--- src/rtl/uart_peripheral.sv ---
// uart_peripheral: 8N1 UART with a byte transmitter and a one-byte
// receive holding register whose ready flag the CPU clears.
module uart_peripheral #(
    parameter int CLKS_PER_BIT = 434
) (
    input  logic        clk,
    input  logic        rst,
    input  logic        uart_tx_send,
    input  logic [31:0] uart_wrdata,
    input  logic        uart_rx_clear,
    input  logic        rx_serial,
    output logic        tx_serial,
    output logic        uart_busy,
    output logic        uart_rx_flag,
    output logic [31:0] uart_rddata
);

    localparam int CW = $clog2(CLKS_PER_BIT);
    localparam logic [CW-1:0] BIT_LAST = CW'(CLKS_PER_BIT - 1);
    localparam logic [CW-1:0] HALF_LAST = CW'(CLKS_PER_BIT / 2 - 1);

    typedef enum logic [1:0] {
        TX_IDLE,
        TX_START,
        TX_DATA,
        TX_STOP
    } tx_state_t;

    typedef enum logic [1:0] {
        RX_IDLE,
        RX_START,
        RX_DATA,
        RX_STOP
    } rx_state_t;

    tx_state_t     tx_state;
    logic [CW-1:0] tx_cnt;
    logic [2:0]    tx_idx;
    logic [7:0]    tx_byte;

    rx_state_t     rx_state;
    logic [CW-1:0] rx_cnt;
    logic [2:0]    rx_idx;
    logic [7:0]    rx_shift;
    logic [7:0]    rx_byte;
    logic          rx_m;
    logic          rx_s;

    assign uart_rddata = {24'b0, rx_byte};

    // Transmit FSM; line and busy are registered so nothing reaches the pin combinationally
    always_ff @(posedge clk) begin
        if (rst) begin
            tx_state  <= TX_IDLE;
            tx_cnt    <= '0;
            tx_idx    <= '0;
            tx_byte   <= '0;
            tx_serial <= 1'b1;
            uart_busy <= 1'b0;
        end else begin
            unique case (tx_state)
                TX_IDLE: begin
                    if (uart_tx_send) begin
                        tx_byte   <= uart_wrdata[7:0];
                        tx_cnt    <= '0;
                        tx_idx    <= '0;
                        tx_serial <= 1'b0;
                        uart_busy <= 1'b1;
                        tx_state  <= TX_START;
                    end
                end
                TX_START: begin
                    if (tx_cnt == BIT_LAST) begin
                        tx_cnt    <= '0;
                        tx_serial <= tx_byte[0];
                        tx_state  <= TX_DATA;
                    end else begin
                        tx_cnt <= tx_cnt + 1'b1;
                    end
                end
                TX_DATA: begin
                    if (tx_cnt == BIT_LAST) begin
                        tx_cnt <= '0;
                        if (tx_idx == 3'd7) begin
                            tx_serial <= 1'b1;
                            tx_state  <= TX_STOP;
                        end else begin
                            tx_idx    <= tx_idx + 3'd1;
                            tx_serial <= tx_byte[tx_idx + 3'd1];
                        end
                    end else begin
                        tx_cnt <= tx_cnt + 1'b1;
                    end
                end
                TX_STOP: begin
                    if (tx_cnt == BIT_LAST) begin
                        tx_cnt    <= '0;
                        uart_busy <= 1'b0;
                        tx_state  <= TX_IDLE;
                    end else begin
                        tx_cnt <= tx_cnt + 1'b1;
                    end
                end
                default: begin
                    tx_state  <= TX_IDLE;
                    tx_serial <= 1'b1;
                    uart_busy <= 1'b0;
                end
            endcase
        end
    end

    // Two-flop synchroniser for the asynchronous serial input
    always_ff @(posedge clk) begin
        if (rst) begin
            rx_m <= 1'b1;
            rx_s <= 1'b1;
        end else begin
            rx_m <= rx_serial;
            rx_s <= rx_m;
        end
    end

    // Receive FSM and holding register; a completing byte overrides a same-cycle clear
    always_ff @(posedge clk) begin
        if (rst) begin
            rx_state     <= RX_IDLE;
            rx_cnt       <= '0;
            rx_idx       <= '0;
            rx_shift     <= '0;
            rx_byte      <= '0;
            uart_rx_flag <= 1'b0;
        end else begin
            if (uart_rx_clear) begin
                uart_rx_flag <= 1'b0;
            end
            unique case (rx_state)
                RX_IDLE: begin
                    if (!rx_s) begin
                        rx_cnt   <= '0;
                        rx_state <= RX_START;
                    end
                end
                RX_START: begin
                    if (rx_cnt == HALF_LAST) begin
                        if (!rx_s) begin
                            rx_cnt   <= '0;
                            rx_idx   <= '0;
                            rx_state <= RX_DATA;
                        end else begin
                            rx_state <= RX_IDLE;
                        end
                    end else begin
                        rx_cnt <= rx_cnt + 1'b1;
                    end
                end
                RX_DATA: begin
                    if (rx_cnt == BIT_LAST) begin
                        rx_cnt           <= '0;
                        rx_shift[rx_idx] <= rx_s;
                        if (rx_idx == 3'd7) begin
                            rx_state <= RX_STOP;
                        end else begin
                            rx_idx <= rx_idx + 3'd1;
                        end
                    end else begin
                        rx_cnt <= rx_cnt + 1'b1;
                    end
                end
                RX_STOP: begin
                    if (rx_cnt == BIT_LAST) begin
                        rx_cnt   <= '0;
                        rx_state <= RX_IDLE;
                        if (rx_s) begin
                            rx_byte      <= rx_shift;
                            uart_rx_flag <= 1'b1;
                        end
                    end else begin
                        rx_cnt <= rx_cnt + 1'b1;
                    end
                end
                default: begin
                    rx_state <= RX_IDLE;
                end
            endcase
        end
    end

endmodule
--- config.mk ---
export PLATFORM = sky130hd
export DESIGN_NAME = uart_peripheral
export DESIGN_NICKNAME = d
export VERILOG_FILES = /design/src/rtl/uart_peripheral.sv
export SDC_FILE = /design/constraint.sdc
export NUM_CORES = 1
export LEC_CHECK = 0
export CORE_AREA = 2 2 85 87
export DETAILED_ROUTE_END_ITERATION = 12
export DIE_AREA = 0 0 87 89
export PLACE_DENSITY = 0.74
export SLEW_MARGIN = 20
export SYNTH_ARGS = -nofsm -noshare
export SYNTH_HDL_FRONTEND = slang
export SYNTH_SLANG_ARGS = --single-unit
--- constraint.sdc ---
create_clock -name clk -period 2 [get_ports clk]
set_input_delay 0.4 -clock clk [delete_from_list [all_inputs] [get_ports clk]]
set_output_delay 0.4 -clock clk [all_outputs]
set_load 0.05 [all_outputs]
* Yosys cells after proc, flatten, opt, wreduce, memory -nomap -nowiden
Index checks and enable logic that the tools add are counted.
** Storage, ports and cells
- Output and inout port bits :: 35
- Bits in registers :: 57
- Input bits :: 37
** Cells by class
- $lt $le $gt $ge :: 3
- Eq/ne operators :: 24
- Reduce and logical (&&, ||, !) cells :: 18
- Add/sub/neg operators :: 4
- Muxes and demuxes :: 46
** Operator list (number)
- 2-to-1 mux 9 bit :: 5
- one-hot mux 9 bit (3 select lines) :: 1
- inequality test 2 bit (second input constant) :: 13
- 2-to-1 mux 2 bit :: 11
- 2-to-1 mux 3 bit :: 7
- adder 9 x 1 -> 9 bit (second input constant) :: 2
- equality test 9 bit (second input constant) :: 2
- one-hot mux 9 bit (2 select lines) :: 1
- one-hot mux 2 bit (4 select lines) :: 2
- AND reduction 5 bit :: 3
- 2-to-1 mux 1 bit :: 12
- one-hot mux 3 bit (2 select lines) :: 2
- equality test 9 x 8 -> 1 bit (second input constant) :: 1
- bitwise mux 8 bit :: 1
- equality test 2 bit (second input constant) :: 4
- < comparator 3 x 4 -> 1 bit (second input constant) :: 2
- AND reduction 4 bit :: 2
- adder 3 x 1 -> 3 bit (second input constant) :: 2
- equality test 3 bit (second input constant) :: 2
- AND reduction 3 bit :: 2
- nonzero test 2 bit :: 3
- equality test 2 x 1 -> 1 bit (second input constant) :: 2
- zero test 2 bit :: 2
- AND reduction 2 bit :: 2
- other kinds (9) :: 9

* Logic depth before layout (Yosys ltp)
Gate-level depths: netlist of run 1.
- Depth after elaboration :: 6
- Mapped depth :: 9
- Depth with buffers taken out :: 7

* Worst setup path after synthesis of run 1
OpenSTA, ideal clock, no wires.
- Path type :: reg2reg
- Start point :: register tx_state[0]
- End point :: register tx_cnt[8]
- Setup time :: 0.071 ns
- Path slack :: 0.165 ns
- Data arrival time :: 1.764 ns
- Required time :: 1.929 ns
- Stages on the path, launching flop included :: 8
- Cell sequence :: dfxtp_1 > inv_1 > ha_1 > nand2b_1 > and4_1 > nand3_1 > or4b_2 > a21oi_1
** Between the ends
- Cells in the longest elaborated chain, start to end :: 3
- Elaborated cells on any way between the ends :: 7
- Those cells by class :: eq/ne: 4; mux: 1; reduce/logical: 2
** RTL lines
- start, declared :: line 36 : tx_state_t tx_state;
- start signal, assigned :: line 54 : tx_state <= TX_IDLE;
- start signal, assigned :: line 69 : tx_state <= TX_START;
- start signal, assigned :: line 76 : tx_state <= TX_DATA;
- equality test 2 bit or equality test 2 x 1 -> 1 bit (tied branches) :: line 61 : unique case (tx_state)
- OR reduction 3 bit (no line)
- one-hot mux 9 bit (2 select lines) :: line 61
- end signal, assigned :: line 78 : tx_cnt <= tx_cnt + 1'b1;
- end signal, assigned :: line 92 : tx_cnt <= tx_cnt + 1'b1;
- end signal, assigned :: line 101 : tx_cnt <= tx_cnt + 1'b1;
- end, declared :: line 37 : logic [CW-1:0] tx_cnt;
Parallel ways exist; a longest one is shown, timed or not.
A chain may end at the register's enable or synchronous reset.

* Worst setup path after layout of run 1
Same ends and word-level chain as after synthesis.

==> impl_metrics.ini, run 1 <==
[run_status]
status = completed

[logic_synthesis]
synth-compound-area-share_pct = 12.3
yosys_warnings = 0
syn_inst = 340
syn_area_per_cell_sq_um = 8.81
synth_top_area_share_pct = 38.1
synth_seq_area_share_pct = 38.1
synth-simple-area-share_pct = 23.0
synth-seq-cells = 57
netlist_area_sq_um = 2990
synth_top_family_by_area = simple AND/OR/NAND/NOR gates
synth_edf_count = 0
synthAdderAreaFrac_pct = 5.85
yosys-top-cells-area = dfxtp_1 (38%), mux2i_1 (8.4%), buf_4 (6.3%), ha_1 (5.9%), nor2_1 (5.5%)
synth_mux_area_share_pct = 8.36
synth.distinct_cells = 55
ys.flop_type = dfxtp_1
synth_top_cell_by_area = dfxtp_1
synth_xor_area_share_pct = 2.05
synthArstFlopShare_pct = 0

[final_layout]
layout_commonest_cell = dfxtp_1
fin_cells = 456
layout-drive-gt1-share_pct = 10.9
fin_util_pct = 51.5
fill_cells = 611
antennaDiodeCount = 0
final_cell_mix = dfxtp_1 (55), nor2_1 (44), mux2i_1 (25), conb_1 (24), clkdlybuf4s50_1 (22)
nets = 422
area_growth_pct = 15.5

[worst_setup_path]
timing.rr.end = tx_cnt[8]
endpoint_kind = register
crit_arrival_ps = 2170
crit_slowest_cell = or4b_2
crit_chain = inv_1, ha_1, nand2b_1, and4_1, nand3_1, or4b_2, a21oi_2
reg2reg_depth = 7
crit_buf_inv = 1
startpoint = tx_state[0]
cp_top_family = simple AND/OR/NAND/NOR gates
required_ps = 2270
r2r_setup_slack_ps = 90
critical_path_peak_fanout = 4
crit_type = register to register
max_stage_delay_ps = 640
cp-start-kind = register
r2r-start = tx_state[0]
cp_num_cells = 7
critPathCapture = tx_cnt[8]

[placed_design]
port_buffers = 23
place_worst_setup_slack_ps = -152
dp.cells = 439
globalplace.congestion = 0.769
post-dp-hpwl_microns = 3810

[power]
peakVddDrop_mv = 0.650
cellPowerDensity_nw_per_um2 = 937
power.leakage_nw = 1.34

[detailed_routing]
drc_errors = 0
ant_nets = 0
num_vias = 2342
first_pass_iters = 5
routedWlPerCell_microns = 11.8
drt_wl_total_microns = 5360
vias_per_cell = 5.14
drtIter0Drc = 85

[clock_network]
cts.path.max_buffers = 2
ctsRootBufferMaster = clkbuf_8
insertion_delay_ps = 330
htree_levels = 3
cts_tree = done
cts-buffers-inserted = 9
cts_sinks = 57
path_clk_slew_ps = 60

[floorplanning]
start_util_pct = 44.6
coreArea_sq_um = 6720
pin_count = 72
die_h_microns = 89
rows = 30
dieArea_sq_um = 7740
die-width_microns = 87

[min_path]
hp-class = register to register
hp-start = rx_m

[sta]
clock_skew_ps = 8.97
timing.final.crit_share_pct = 95.3
slew_viol_final = 0
finalWorstPathRequiredPeriod_ps = 1910
tightest_slew_ps = 508
relSlewSlack_pct = 66.0
hold_violations = 0
setup_viol = 0
setup_slack_ps = 94.4
fmax_mhz = 525

[global_route]
grt_pass1_wl_microns = 9020
grt_pass1_vias = 2064
grt_antenna_before_repair = 0
track_usage_pct = 14.6
grt_max_degree = 42
globalRouteOverflowTotal = 0

[job]
cap_violations = 0
flip-flops by register name, summed over array words and instances, names as in the netlist, 2 cells and up, named ones only:
register  cells
rx_byte       8
rx_cnt        9
rx_idx        3
rx_shift      8
tx_byte       8
tx_cnt        9
tx_idx        3
tx_state      2
metal layers:
layer / up-vias / GRT usage, % / part of all wire [%] / routed length, microns
met4: 0 / 7.10 / 1.4 / 73
met2: 53 / 22.3 / 45 / 2410
met5: - / 0 / 0 / 0
li1: 1205 / - / - / -
met1: 1078 / 19.0 / 50 / 2700
met3: 6 / 4.16 / 3.3 / 175
power by group:
group	total [mW]	leakage (nW)	internal, mW	switching (mW)
Sequential	1.30	0.463	1.23	0.0685
Combinational	0.901	0.778	0.336	0.564
Clock	1.04	0.0974	0.606	0.431
Total	3.24	1.34	2.18	1.06
final cells by class:
cell class	count	area, sq um	share of cell area [%]
Clock buffer	13	149	4.31
Multi-Input combinational cell	254	1640	47.5
Sequential cell	57	1140	33.1
Tap cell	80	100	2.90
Timing Repair Buffer	35	330	9.55
Clock inverter	3	40.0	1.16
Inverter	14	52.6	1.52
kinds of logic (layout without fill, tap and decap cells):
kind of cell | count (synthesis) | after routing
buffers and inverters | 52 | 65
flip-flops | 57 | 57
XOR/XNOR | 7 | 7
AO/OA/AOI/OAI | 53 | 53
AND/OR/NAND/NOR | 131 | 131
multiplexers | 25 | 25
adder cells (fa/ha/maj) | 14 | 14
other | 1 | 24
cell usage after synthesis (4+ instances only):
cell type and count:
dfxtp_1 57, nor2_1 44, buf_4 25, mux2i_1 25
a21oi_1 21, nand2_1 20, nand3_1 17, ha_1 14
inv_1 14, clkbuf_1 10, nand2b_1 7, a31oi_1 6
nor3_1 6, o21ai_0 6, and2_1 5, and4_1 5
xor2_1 4
what timing repair did:
item                                    4_1_cts  5_1_grt
endpoints found under the setup margin        0        7
setup buffers                                 0        1
resized for setup                             0        4
hold buffers                                  0        0
per-stage QoR:
stage | cell area, sq um | setup TNS [ps] | hold slack, ps | total power, mW
2_1_floorplan | 3080 | 0 | 389 | 2.04
3_3_place_gp | 3250 | -116 | 390 | 2.20
3_5_place_dp | 3250 | -152 | 395 | 2.22
4_1_cts | 3440 | 0 | 409 | 3.27
5_1_grt | 3460 | -4.33 | 420 | 3.42
6_report | 3460 | 0 | 409 | 3.24
worst min path at each step:
stage,to,cells after the start
after floorplan,rx_s,1
after global placement,rx_s,1
after detailed placement,rx_s,1
after CTS,rx_s,1
after global routing,rx_s,1
final,rx_s,1
Power figures use the tool's default switching activity.
==> run 2, diff against run 1 <==
- CORE_AREA: 2 2 85 87 -> 2 2 81 83
- DIE_AREA: 0 0 87 89 -> 0 0 83 85
- PLACE_DENSITY: 0.74 -> 0.8
- SETUP_SLACK_MARGIN: unset -> 0.05
- SLEW_MARGIN: 20 -> unset
==> run 2 against run 1 <==
Register-to-register slack about the same. Sequential power about the same. Maximum frequency increased by 0.45%.
==> impl_metrics.ini, run 2 (synthesis results as in run 1) <==
[detailed_routing]
m1WireLength_microns = 2680
drtIter0Drc = 100
drt_wl_total_microns = 5640
drc_errors = 0
num_vias = 2389
route.met3.wl_microns = 216
wl_met2_microns = 2640
highest_layer = met4
vias_per_cell = 5.25
first_pass_iters = 4
ant_nets = 0
routedWlPerCell_microns = 12.4

[final_layout]
area_growth_pct = 16.0
nets = 426
layout_commonest_cell = dfxtp_1
seqCellArea_sq_um = 1150
multi_input_area_sq_um = 1660
fin_area_sq_um = 3470
antennaDiodeCount = 0
fill_cells = 560
fin_util_pct = 56.0
final_cell_mix = dfxtp_1 (53), nor2_1 (44), mux2i_1 (25), conb_1 (24), clkdlybuf4s50_1 (23)
layout-drive-gt1-share_pct = 12.7
fin_cells = 455
top_regs = rx_cnt (9), tx_cnt (9)

[placed_design]
globalplace.congestion = 0.834
place_area_sq_um = 3240
place_worst_setup_slack_ps = -166
post-dp-hpwl_microns = 3940
port_buffers = 23
dp.cells = 437

[worst_setup_path]
critical_path_peak_fanout = 6
endpoint_kind = register
required_ps = 2260
crit_chain = inv_1, ha_1, and4bb_4, and4_4, a211oi_4, buf_4, or2b_1, a31oi_1
r2r-start = rx_cnt[1]
r2r_setup_slack_ps = 100
cp-start-kind = register
crit_type = register to register
max_stage_delay_ps = 350
reg2reg_depth = 8
startpoint = rx_cnt[1]
crit_slowest_cell = dfxtp_2
crit_arrival_ps = 2160

[global_route]
grt_pass1_vias = 2168
grt_max_degree = 18
grt_antenna_before_repair = 0
grt_pass1_wl_microns = 9500
globalRouteOverflowTotal = 0
track_usage_pct = 16.5

[floorplanning]
dieArea_sq_um = 7060
die-width_microns = 83
die_h_microns = 85
start_util_pct = 48.3
rows = 29
coreArea_sq_um = 6200
pin_count = 72

[clock_network]
cts-buffers-inserted = 9
ctsRootBufferMaster = clkbuf_8
path_clk_slew_ps = 60
cts_sinks = 57
htree_levels = 3
insertion_delay_ps = 330
cts_tree = done
cts.path.max_buffers = 2

[min_path]
hp-class = register to register
hp-start = rx_m
holdPathStages = 1

[power]
finalPower_mw = 3.14
power.leakage_nw = 1.34
cellPowerDensity_nw_per_um2 = 904
peakVddDrop_mv = 0.670

[sta]
relSlewSlack_pct = 65.2
tightest_slew_ps = 520
setup_slack_ps = 103
hold_slack_ps = 423
timing.final.crit_share_pct = 94.8
fin_tns_setup_ps = 0
hold_violations = 0
fmax_mhz = 527
setup_viol = 0
finalWorstPathRequiredPeriod_ps = 1900
rsz0062_at_grt = true
slew_viol_final = 0
clock_skew_ps = 4.61

[run_status]
status = completed

[job]
cap_violations = 0
[run 2: cell count changes in the layout (fill, tap and decap cells not counted), moves of 2 or more]
cell      previous run  this run
dfxtp_2              2         4
ha_1                14        12
clkinv_2             2         0
dfxtp_1             55        53
buf_4               12        15
[run 2: repair_timing]
item	CTS	global route
resized for setup	0	11
pin swaps	1	1
setup endpoints to repair	1	20
buffers inserted	0	4
hold buffers	0	0
[run 2: metal layers]
layer,global-route usage [%],vias to the layer above
li1,-,1217
met1,20.2,1112
met2,27.1,52
met3,5.35,8
met4,7.00,0
met5,0,-
[run 2: power breakdown]
part / internal (mW) / total (mW) / switching [mW]
clock network: 0.505 / 0.907 / 0.402
logic: 0.353 / 0.929 / 0.576
registers: 1.23 / 1.30 / 0.0699
total: 2.09 / 3.14 / 1.05
[run 2: final cells by class]
class	count	area share [%]
Tap cell	77	2.77
Timing Repair Buffer	39	10.2
Sequential cell	57	33.0
Multi-Input combinational cell	254	47.9
Inverter	14	1.51
Clock buffer	14	4.68
[run 2: path summary, 6_finish.rpt]
| kind | endpoint |
|---|---|
| setup / recovery | rx_cnt[6] |
| hold / removal | rx_s |
| setup reg to reg | rx_cnt[6] |
| hold reg to reg | rx_s |
[run 2: worst max-delay path: cells and delay by family, from the launching register on]
kind            cells  cell delay [ps]
simple gates        3              650
fa+ha+maj           1              180
flops               1              350
compound gates      2              420
buf+inv             2              230
